## src/rtl/l_class_oc_indication_arb.sv

```systemverilog
// Round-robin arbiter sharing one downstream indication port among NREQ
// requesters, each with a one-entry holding slot and ENA/RDY handshakes.
module l_class_oc_indication_arb #(
    parameter int NREQ = 4,
    parameter int W    = 32
) (
    input  logic                CLK,
    input  logic                nRST,
    input  logic [NREQ-1:0]     req_heard__ENA,
    input  logic [W*NREQ-1:0]   req_meth,
    input  logic [W*NREQ-1:0]   req_v,
    output logic [NREQ-1:0]     req_heard__RDY,
    output logic                out_heard__ENA,
    output logic [W-1:0]        out_meth,
    output logic [W-1:0]        out_v,
    output logic [2:0]          out_src,
    input  logic                out_heard__RDY,
    output logic [31:0]         sent_count
);

    logic [NREQ-1:0] full;
    logic [W-1:0]    meth_q [NREQ];
    logic [W-1:0]    v_q    [NREQ];
    logic [2:0]      ptr;
    logic [2:0]      ptr_next;

    logic            win_valid;
    logic [2:0]      win_idx;
    logic            hi_found;
    logic [2:0]      hi_idx;
    logic [2:0]      lo_idx;
    logic            xfer;
    logic [NREQ-1:0] cap;

    // Rotating priority without modulo: prefer the lowest full slot at or
    // above ptr, otherwise wrap around to the lowest full slot overall.
    always_comb begin
        hi_found = 1'b0;
        hi_idx   = 3'd0;
        lo_idx   = 3'd0;
        for (int i = NREQ - 1; i >= 0; i--) begin
            if (full[i]) begin
                lo_idx = 3'(i);
                if (3'(i) >= ptr) begin
                    hi_found = 1'b1;
                    hi_idx   = 3'(i);
                end
            end
        end
        win_valid = |full;
        win_idx   = hi_found ? hi_idx : lo_idx;
    end

    always_comb begin
        out_meth = '0;
        out_v    = '0;
        out_src  = 3'd0;
        for (int i = 0; i < NREQ; i++) begin
            if (win_valid && (win_idx == 3'(i))) begin
                out_meth = meth_q[i];
                out_v    = v_q[i];
                out_src  = 3'(i);
            end
        end
    end

    assign out_heard__ENA = win_valid;
    assign req_heard__RDY = ~full;
    assign xfer           = win_valid && out_heard__RDY;
    assign cap            = req_heard__ENA & ~full;
    assign ptr_next       = (win_idx == 3'(NREQ - 1)) ? 3'd0 : win_idx + 3'd1;

    always_ff @(posedge CLK) begin
        if (!nRST) begin
            full       <= '0;
            ptr        <= 3'd0;
            sent_count <= 32'd0;
        end else begin
            for (int i = 0; i < NREQ; i++) begin
                if (xfer && (win_idx == 3'(i))) begin
                    full[i] <= 1'b0;
                end
                if (cap[i]) begin
                    full[i] <= 1'b1;
                end
            end
            if (xfer) begin
                ptr        <= ptr_next;
                sent_count <= sent_count + 32'd1;
            end
        end
    end

    // Slot payload needs no reset; it is only observed while full is set.
    always_ff @(posedge CLK) begin
        for (int i = 0; i < NREQ; i++) begin
            if (nRST && cap[i]) begin
                meth_q[i] <= req_meth[W*i +: W];
                v_q[i]    <= req_v[W*i +: W];
            end
        end
    end

endmodule

```

## config.mk

```make
export PLATFORM = sky130hd
export DESIGN_NAME = l_class_oc_indication_arb
export DESIGN_NICKNAME = d
export VERILOG_FILES = /design/src/rtl/l_class_oc_indication_arb.sv
export SDC_FILE = /design/constraint.sdc
export NUM_CORES = 1
export LEC_CHECK = 0
export CAP_MARGIN = 40
export CORE_ASPECT_RATIO = 1.5
export CORE_UTILIZATION = 29
export CTS_BUF_LIST = sky130_fd_sc_hd__clkbuf_8
export DETAILED_ROUTE_END_ITERATION = 12
export SLEW_MARGIN = 20
export SYNTH_ARGS = -nofsm -noshare
export SYNTH_HDL_FRONTEND = slang
export SYNTH_SLANG_ARGS = --single-unit
```

## constraint.sdc

```tcl
create_clock -name CLK -period 5.45 [get_ports CLK]
set_input_delay 1.09 -clock CLK [delete_from_list [all_inputs] [get_ports CLK]]
set_output_delay 1.09 -clock CLK [all_outputs]
set_load 0.01 [all_outputs]
```

==> results.cfg <==
[status]
status = finished, final reports clean

[place]
portBuffers = 365
dp_hpwl_um = 24200
gp_congestion = 0.832
pre_cts_slack_ps = 832

[floorplan]
rows = 87
core_area_um2 = 37700
io_pins = 367
die_w_um = 162
dieArea_um2 = 39000
start_util = 0.294
die_h_um = 242

[timing]
min_period_ps = 5130
max-slew-margin-rel = 0.462
finalSetupViolations = 0
worstMarginPinSlew_ps = 808
hold_viol = 0
fmax_mhz = 195
fin_tns_setup_ps = 0
skew_ps = 17.2
worst_slack_ps = 316
rsz0062_at_grt = no
report.final.slew_viol_count = 0
period_share = 0.942

[power]
finalPower_uw = 5550
internal_power_uw = 4100
switchingPower_uw = 1450
ir_worst_vdd_v = 0.000211
clock_power_share = 0.338
pwr-share-seq = 0.464
leakage_uw = 0.00531
pwr-share-comb = 0.198
p_per_area_nw_per_um2 = 342
power.share.switching = 0.262

[setup_path]
rrSetupSlack_ps = 2610
arrival_ps = 4040
critical_path.max_fanout = 34
max_stage_delay_ps = 670
cp-start-kind = flip-flop
endpoint_kind = primary output
cp_cell_sequence = mux2i_1 > a211oi_1 > ha_1 > and2_2 > buf_12 > a22oi_1 > a21oi_1 > clkdlybuf4s50_1
rr_worst_depth = 4
critPathKind = flip-flop to primary output
cpMaxStageDelayCell = and2_2
worstPathRequired_ps = 4360

[routing]
avgViaCountPerCell = 4.91
drt-pass1-iter-count = 5
vias = 7982
routed_wl_um = 36000
avgRoutedWirePerCell_um = 22.1
drc = 0
drt_iter0_markers = 410
ant_nets = 0

[global_route]
grt_usage = 0.180
grt-ovfl-total = 0
grt_first_pass_wirelength_um = 52300
grt_max_degree = 47
antenna_found_initial = 9
grt_pass1_vias = 8509

[flow_run]
drv_cap = 0

[clock_tree]
clock_path_buffers = 3
htree_num_levels = 2
postCtsResizedCells = 0
clk_pin_slew_ps = 70
hold_buffers = 0
cts_inserted_buffers = 47
clock_sinks = 294
cts_setup_buffers = 0
cts_tree = built
root_buffer = clkbuf_8
clk_latency_ps = 580

[logic_synthesis]
synth_nets = 985
yosys.cell_types.count = 39
synth_top_flop_cell = edfxtp_1
syn_inst = 717
yosysSeqAreaShare = 0.762
synth_top_cell_area_share = 0.693
yosys.area.top_type = edfxtp_1
synth_seq_cells = 294
synth_edf_count = 256
synth_warnings = 0
synthArstFlopShare = 0
syn_avg_cell_area_um2 = 15.5
yosys-top-cells-area = edfxtp_1 69%, dfxtp_1 6.9%, a22oi_1 4.3%
netlist_area_um2 = 11100

[min_path]
whs_path_depth = 2
hold_path_class = flip-flop to flip-flop

[final_layout]
drive_gt1_frac = 0.0743
area_delta_synth_final_pct = 46.3
fin_nets = 1361
## cell usage in the layout (no fill, tap or decap), types with 13 or more instances in the layout
cell and instances:
clkinv_1 14, nor2_1 13, clkbuf_8 48, a21oi_1 82
edfxtp_1 256, a22oi_1 64, dfxtp_1 38, inv_1 22
o22ai_1 64, clkdlybuf4s50_1 365
## worst paths after layout
kind                                                  start                           to
worst max-delay path                   full[1]$_SDFFE_PN0P_                     out_v[2]
worst min-delay path            sent_count[31]$_SDFFE_PN0P_  sent_count[31]$_SDFFE_PN0P_
worst max register to register         full[1]$_SDFFE_PN0P_  sent_count[24]$_SDFFE_PN0P_
worst min register to register  sent_count[31]$_SDFFE_PN0P_  sent_count[31]$_SDFFE_PN0P_
## cell type report
class                      instances  area (µm²)
inverter                          11        41.3
clock inverter                    39         253
multi-input combinational        361        2330
clock buffer                      48         661
sequential                       294        8450
fill                            3517       21400
antenna                            7        17.5
timing repair buffer             378        3870
tap                              489         612
## per-layer routing
layer  share of wire  GRT usage
met1            0.36      0.189
met2            0.53      0.329
met3           0.080     0.0549
met4           0.029     0.0757
met5         0.00075          0
## power by group through the flow
stage	Combinational (µW)	Sequential [µW]	Clock (µW)
6_report	1100	2580	1870
5_1_grt	1170	2580	2010
4_1_cts	1120	2580	1930
3_5_place_dp	1110	2620	0
3_3_place_gp	1080	2620	0
2_1_floorplan	453	2620	0
## cells in the mapped netlist (all sizes together), types with 2 or more instances
| cell | instances |
|---|---|
| edfxtp | 256 |
| a21oi | 82 |
| a22oi | 64 |
| o22ai | 64 |
| buf | 39 |
| dfxtp | 38 |
| nand2 | 13 |
| nor2 | 13 |
| clkbuf | 12 |
| nand4 | 12 |
| o21ai | 12 |
| inv | 11 |
| or4 | 11 |
| nand3 | 10 |
| o31ai | 10 |
| xor2 | 9 |
| and3 | 7 |
| and4 | 7 |
| mux2i | 6 |
| or3 | 6 |
| ha | 5 |
| a211oi | 4 |
| a31oi | 4 |
| and2 | 4 |
| nand2b | 3 |
| nor4 | 3 |
| nor3b | 2 |
| o21a | 2 |
| o31a | 2 |
## stage by stage
stage	cells	instance area, µm²	hold slack, ps	util
2_1_floorplan	717	11100	484	-
3_3_place_gp	1527	15200	464	0.402
3_5_place_dp	1533	15300	480	0.406
4_1_cts	1620	16200	498	0.430
5_1_grt	1626	16200	520	0.431
6_report	1627	16200	494	0.431
## sequential cells by signal, summed over array words and instances, names as in the netlist
signal      cells
ptr             2
v_q           128
full            4
meth_q        128
sent_count     32
## cell families (layout without fill, tap and decap cells)
family	count (synthesis)	in the layout	synth area share
AO/OA/AOI/OAI	245	245	0.138
XOR/XNOR	10	10	0.00790
adder cells (fa/ha/maj)	5	5	0.00564
buffers and inverters	62	476	0.0318
flip-flops	294	294	0.762
multiplexers	6	6	0.00542
other	1	8	0.000338
AND/OR/NAND/NOR	94	94	0.0496
## worst max-delay path, delay by kind of cell, from the launching register on
kind	cells	cell delay [ps]
AO/OA/AOI/OAI	3	970
buffers and inverters	2	910
AND/OR/NAND/NOR	1	670
flip-flops	1	480
adder cells (fa/ha/maj)	1	290
multiplexers	1	140
No activity file was read; power rests on OpenSTA's default activity.
